File: config.mk
export PLATFORM = sky130hd
export DESIGN_NAME = mult_arbiter
export DESIGN_NICKNAME = d
export VERILOG_FILES = /design/src/rtl/mult_arbiter.sv
export SDC_FILE = /design/constraint.sdc
export NUM_CORES = 1
export LEC_CHECK = 0
export BUFFER_PORTS_ARGS = -buffer_cell sky130_fd_sc_hd__clkbuf_2
export CORE_ASPECT_RATIO = 1.4
export CORE_MARGIN = 2
export CORE_UTILIZATION = 35
export DETAILED_ROUTE_END_ITERATION = 10
export PLACE_DENSITY = 0.76
export SETUP_SLACK_MARGIN = 0.2
export SLEW_MARGIN = 5
export SYNTH_ARGS = -nofsm -noshare
export SYNTH_HDL_FRONTEND = slang
export SYNTH_SLANG_ARGS = --single-unit
File: constraint.sdc
create_clock -name CLK -period 2.41 [get_ports CLK]
set_clock_uncertainty 0.15 [all_clocks]
set_input_delay 0.482 -clock CLK [delete_from_list [all_inputs] [get_ports CLK]]
set_output_delay 0.482 -clock CLK [all_outputs]
set_load 0.01 [all_outputs]
File: src/rtl/mult_arbiter.sv
// mult_arbiter: two-requester round-robin front end for a shared fixed-latency
// A*A+97*B pipeline. Issued ops are tracked by a {valid, tag} shift register
// that mirrors the pipeline depth, so each result is routed back to its owner.
//
// state  | meaning
// -------+-----------------------------------------------------------
// IDLE   | nothing in flight, grants allowed
// BUSY   | at least one op in flight, grants allowed
// DRAIN  | flush seen; no grants until flush drops and pipeline empty
module mult_arbiter #(
   parameter int LATENCY = 4
) (
   input  logic               CLK,
   input  logic               RESET,
   input  logic               req0_valid,
   input  logic signed [7:0]  req0_a,
   input  logic signed [7:0]  req0_b,
   input  logic               req1_valid,
   input  logic signed [7:0]  req1_a,
   input  logic signed [7:0]  req1_b,
   output logic               req0_ready,
   output logic               req1_ready,
   input  logic               flush,
   output logic signed [7:0]  mult_a,
   output logic signed [7:0]  mult_b,
   input  logic signed [15:0] mult_result,
   output logic               rsp0_valid,
   output logic               rsp1_valid,
   output logic signed [15:0] rsp_data,
   output logic [3:0]         outstanding,
   output logic               idle
);

   typedef enum logic [1:0] {
      ST_IDLE  = 2'd0,
      ST_BUSY  = 2'd1,
      ST_DRAIN = 2'd2
   } state_t;

   state_t               state;
   state_t               state_nxt;
   logic                 ptr;
   logic                 grant;
   logic                 gnt_id;
   logic [LATENCY-1:0]   pipe_vld;
   logic [LATENCY-1:0]   pipe_tag;
   logic                 retire;
   logic                 rsp_hit;
   logic [3:0]           cnt;
   logic [3:0]           cnt_nxt;

   assign retire = pipe_vld[LATENCY-1];

   // Arbitration: a single valid wins outright, a tie goes to the pointer.
   always_comb begin
      grant  = 1'b0;
      gnt_id = 1'b0;
      if (!RESET && (state != ST_DRAIN) && !flush) begin
         if (req0_valid && req1_valid) begin
            grant  = 1'b1;
            gnt_id = ptr;
         end else if (req0_valid) begin
            grant  = 1'b1;
            gnt_id = 1'b0;
         end else if (req1_valid) begin
            grant  = 1'b1;
            gnt_id = 1'b1;
         end
      end
   end

   // Operand mux toward the pipeline and response routing from its tail.
   always_comb begin
      req0_ready = grant && !gnt_id;
      req1_ready = grant && gnt_id;
      mult_a     = '0;
      mult_b     = '0;
      if (grant) begin
         mult_a = gnt_id ? req1_a : req0_a;
         mult_b = gnt_id ? req1_b : req0_b;
      end
      rsp_hit    = !RESET && retire;
      rsp0_valid = rsp_hit && !pipe_tag[LATENCY-1];
      rsp1_valid = rsp_hit && pipe_tag[LATENCY-1];
      rsp_data   = rsp_hit ? mult_result : '0;
   end

   // In-flight count: issue and retire in the same cycle cancel out.
   always_comb begin
      cnt_nxt = cnt;
      if (grant && !retire) begin
         cnt_nxt = cnt + 4'd1;
      end else if (!grant && retire) begin
         cnt_nxt = cnt - 4'd1;
      end
   end

   // Next-state logic; flush outranks a grant in the same cycle.
   always_comb begin
      state_nxt = state;
      case (state)
         ST_IDLE: begin
            if (flush) begin
               state_nxt = ST_DRAIN;
            end else if (grant) begin
               state_nxt = ST_BUSY;
            end
         end
         ST_BUSY: begin
            if (flush) begin
               state_nxt = ST_DRAIN;
            end else if (!grant && (cnt_nxt == 4'd0)) begin
               state_nxt = ST_IDLE;
            end
         end
         ST_DRAIN: begin
            if (!flush && (cnt_nxt == 4'd0)) begin
               state_nxt = ST_IDLE;
            end
         end
         default: state_nxt = ST_IDLE;
      endcase
   end

   // State register, round-robin pointer and in-flight counter.
   always_ff @(posedge CLK) begin
      if (RESET) begin
         state <= ST_IDLE;
         ptr   <= 1'b0;
         cnt   <= 4'd0;
      end else begin
         state <= state_nxt;
         cnt   <= cnt_nxt;
         if (grant) begin
            ptr <= ~gnt_id;
         end
      end
   end

   // Tag shift register tracking each op through the pipeline.
   always_ff @(posedge CLK) begin
      if (RESET) begin
         pipe_vld <= '0;
         pipe_tag <= '0;
      end else begin
         pipe_vld[0] <= grant;
         pipe_tag[0] <= gnt_id;
         for (int i = 1; i < LATENCY; i++) begin
            pipe_vld[i] <= pipe_vld[i-1];
            pipe_tag[i] <= pipe_tag[i-1];
         end
      end
   end

   assign outstanding = cnt;
   assign idle        = (state == ST_IDLE);

endmodule

# Word level (Yosys, flattened, before mapping)
# Cells that the tools add are included.
# word_totals
wordCells	55
output_inout_bits	41
reg_bits	15
# op_classes
muxes	20
n_addsub	2
n_reduce_logical	21
bitwise	1
eq_ne	6
# op_table
op	count
$mux 8	4
$mux 16	1
$logic_and 1x1->1	12
$mux 2	5
$mux 4	2
$mux 1	7
$logic_not 1->1	6
$pmux 2 s3	1
$add 4x1->4 const B	1
$logic_not 4->1	1
$ne 2x2->1 const B	2
$sub 4x1->4 const B	1
$ne 3x2->1 const B	1
$ne 3x3->1 const B	1
$reduce_and 3->1	1
$eq 2x1->1 const B	1
$eq 2x2->1 const B	1
$logic_not 2->1	1
$not 1->1	1

# Longest topological paths before layout
# depth
depth_word	13
depth_mapped	7

# Least setup slack after synthesis
# No wires, ideal clock.
# synth_path
path_type	input to output
from	input flush
to	output mult_a[0]
cell_stages	6
n_path_buf	2
arrival_ns	1.639
path_slack_ns	0.139
cell_sequence	or2_1 -> buf_6 -> nor3_4 -> nor2_4 -> buf_6 -> a22o_1
# synth_between
elab_chain_len	5
# synth_rtl
element	line	text
from (decl)	23	input logic flush,
$logic_not 1->1 *	58	if (!RESET && (state != ST_DRAIN) && !flush) begin
$logic_and 1x1->1 *	58	
$mux 1	58	
$mux 8	79	mult_a = gnt_id ? req1_a : req0_a;
$mux 8 *	78	if (grant) begin
to (decl)	24	output logic signed [7:0] mult_a,
# Every way passes the cells marked *; elsewhere a longest branch is shown, timed or not.

# Worst setup path in the final report
# layout_path
from	input RESET
to	output mult_b[1]
# layout_between
elab_chain_len	6
# layout_rtl
element	line	text
from (decl)	14	input logic RESET,
$logic_not 1->1 *	58	
$logic_and 1x1->1 * (2 in series)	58	
$mux 1	58	
$mux 8	80	mult_b = gnt_id ? req1_b : req0_b;
$mux 8 *	78	
to (decl)	25	output logic signed [7:0] mult_b,
# Marked as above.

==> run summary <==
The run finished with clean final reports. After synthesis, the largest area contributor takes up 28.8% of total cell area. The run gives 0 as the number of max-slew violations in the final report. For this run, the detailed router's first-pass iteration total came to 4. The number of endpoints with negative hold slack in the final report is 0, and the data required time at the worst endpoint is 1.78 ns. From bottom edge to top edge, the die measures 68.5 um. The detailed router placed 1317 vias in this run.

Flop and latch count out of synthesis: 15. Of all cell types, the one taking the most synthesized area is dfxtp_1. The transition time at the pin with the least slew margin came out at 0.370 ns. By area the synthesized netlist is led by dfxtp_1 (29%), a22o_1 (13%), and2_1 (10%), nor2b_1 (7.2%), nor2_1 (2.9%). Placed cell count: 256. For the worst flop-to-flop path, the logic depth is 7.

Launch point of the worst reg-to-reg path: outstanding[0]$_SDFF_PP0_. In this run the tightest slew margin relative to its limit is 74.7%. The number of max-cap violations is 0.

Data arrives at the worst endpoint at 1.60 ns. The number of cells on the worst hold path is 2, and the sequential-to-total area share from yosys stat is 28.8%. The fraction of registers with async set/reset is 0%. Port buffering added 93 buffers.

Using the TritonRoute via totals, the vias-per-cell ratio works out to 5.03. The wire length reported by the detailed router came out at 3110 um. TritonCTS built the clock tree. The logs give 281 for the final net count and 1179 for the via count of the first global-routing pass.

Root cell of the clock tree: clkbuf_8. The first-pass GRT wire length was 4570 um. The startpoint of the lowest-slack hold path was RESET.

The standard cell core area was 0.00285 mm^2. The worst setup path is captured at an output port. The detail route stage leaves a number of antenna-violating nets equal to 0.

After detailed routing, the number of remaining DRC violations is 0. Dividing the final minimum period by the clock period gives 92.7%. Synthesis produced 125 cells.

The minimum clock period after layout came out at 2.23 ns. The clock network latency to the later pin of the worst-skew pair was 0.25 ns; the number of design-rule violations left by the first detailed-router iteration was 15. After routing, the total negative slack on setup checks comes to 0 ns. The worst setup path is launched from an input pin. The most common library cell in the layout ignoring fill and taps is clkbuf_2.

Along the worst path, the maximum fanout reaches 8. The logs give 0.342 mV for the highest ir drop seen on vdd and 262 for the final cell count without fillers. The total clock buffers created by CTS was 3.

The pin count of the biggest net entering global routing is 19, and the post-synthesis net count is 180. After synthesis, the netlist uses 37 different library cells. For this configuration, the core starts out at a cell density of 36.5%. The tools report the clock net sink count as 15.

Summed over all cells, the static leakage comes to 0.902 nW. The average routed wire per standard cell works out to 11.9 um. Measured along the x axis, the die boundary spans 50.1 um. Among all flip-flop cells after synthesis, the most frequent one is dfxtp_1.

Worst-case register-to-register setup slack: 0.47 ns. The top-level I/O count was 94; the number of antenna violations at the first check in global routing was 0. The ratio of total power to cell area is 390 mW/mm^2, and the number of enable flip-flop cells after synthesis is 0. The HPWL after detailed placement is 2500 um.

The clock passes through at most 2 buffers. The total global-route track usage came out at 17.7%. The final setup violation count is 0. The tools report the end of the worst register-to-register path as state[0]$_SDFFE_PP0P_. The repair_antennas step left the layout with diodes totalling 0. The initialized floorplan defines 23 standard-cell rows.

The top cell types in the final layout, fill and taps aside, are clkbuf_2 (90), and2_1 (17), a22o_1 (16). After synthesis, the mean cell area works out to 8.33 um^2. The area growth from synthesis to layout is 61.2%. Fill cells in the final layout number 263. The logs give 0.00343 mm^2 for the die outline area and 0.654 mW for the post-layout total power.

The number of H-tree levels was 1. The worst setup path is of the input pin to output port kind. Setup repair after global routing could not meet its margin everywhere. Yosys printed 0 warnings. The clock input transition at the sequential cells of the worst setup and hold paths was 0.06 ns; the upper clock frequency limit was 0.448 GHz. The end point of the worst hold path is outstanding[3]$_SDFF_PP0_. The congestion estimate from routability-driven global placement came to 0.812. Remaining global-route overflow: 0.

Share of final-layout standard cells stronger than drive strength 1: 51.6%. The class of the tightest hold or removal check is input pin to flip-flop. The mapped netlist covers 0.00104 mm^2.
-- per-stage QoR --
step	cell area, um^2	worst slack (ns)	util (%)	hold WS (ns)
global placement	1570	0.163	55.0	0.267
finish	1680	0.176	58.9	0.266
floorplan	1040	0.139	-	0.264
detailed placement	1570	0.142	55.0	0.276
CTS	1640	0.192	57.4	0.287
global route	1680	0.129	58.9	0.268
-- final cells by class --
cell class	count	area (um^2)	share of cell area [%]
clock buffers	3	41.3	2.46
clock inverters	1	5.00	0.298
flip-flops and latches	15	303	18.0
inverters	5	18.8	1.12
well taps	37	46.3	2.76
multi-input cells	98	681	40.6
repair buffers	103	583	34.8
-- report_power, final --
part           switching, mW  total, mW  internal [mW]
Combinational         0.0842      0.180         0.0958
Clock                 0.0925      0.207          0.115
Sequential           0.00882      0.267          0.258
Total                  0.185      0.654          0.469
-- worst max-delay path by stage --
stage                                from   endpoint  slack, ns  cells past startpoint
finish                              RESET  mult_b[1]       0.18                      7
global route        state[0]$_SDFFE_PP0P_  mult_a[1]       0.13                      6
CTS                            req0_valid  mult_a[7]       0.19                      9
detailed placement                  RESET  mult_b[5]       0.14                      6
global placement                    RESET  mult_b[2]       0.16                      6
floorplan                           flush  mult_a[0]       0.14                      6
-- registers in the layout, indices dropped and copies added (netlist names) --
| register | flops |
|---|---|
| state | 2 |
| outstanding | 4 |
| pipe_vld | 4 |
| pipe_tag | 4 |
| ptr | 1 |
-- per-layer routing --
| layer | vias to the layer above | routed length [um] | global-route usage, % | share of wire (%) |
|---|---|---|---|---|
| met5 | - | 0 | 0 | 0 |
| met2 | 101 | 1560 | 35.7 | 50 |
| met3 | 5 | 389 | 3.23 | 13 |
| li1 | 646 | - | - | - |
| met1 | 565 | 1100 | 16.2 | 35 |
| met4 | 0 | 66 | 10.4 | 2.1 |
-- what timing repair did --
action                     CTS  global route
hold buffers                 0             0
cloned                       0             1
pin swaps                    2             0
setup buffers                1             0
setup endpoints to repair   16            16
resized for setup            1            11
-- critical path: stages --
cell       delay, ns
buf_4           0.13
or2_4           0.24
nor3_4          0.21
nor2_4          0.08
clkbuf_16       0.16
a22o_1          0.17
buf_2           0.14
-- cells in the mapped netlist (all sizes together), types with 3 or more instances --
| cell | count |
|---|---|
| nor2 | 9 |
| nand2b | 4 |
| dfxtp | 15 |
| a22o | 16 |
| and2 | 17 |
| inv | 5 |
| nor3 | 4 |
| nor2b | 12 |
| buf | 4 |
| clkbuf | 3 |
| o21ai | 3 |
| nor4 | 3 |
| nand2 | 6 |
-- cell families (layout without fill, tap and decap cells) --
logic type / count (synthesis) / count (layout) / synth area share [%]
simple gates: 63 / 63 / 36.8
compound gates: 30 / 30 / 23.1
flops: 15 / 15 / 28.8
buf+inv: 12 / 112 / 6.25
fa+ha+maj: 2 / 2 / 2.40
xor+xnor: 2 / 2 / 1.68
mux: 1 / 1 / 0.962
Note: power is estimated with default switching activity, not from simulation.
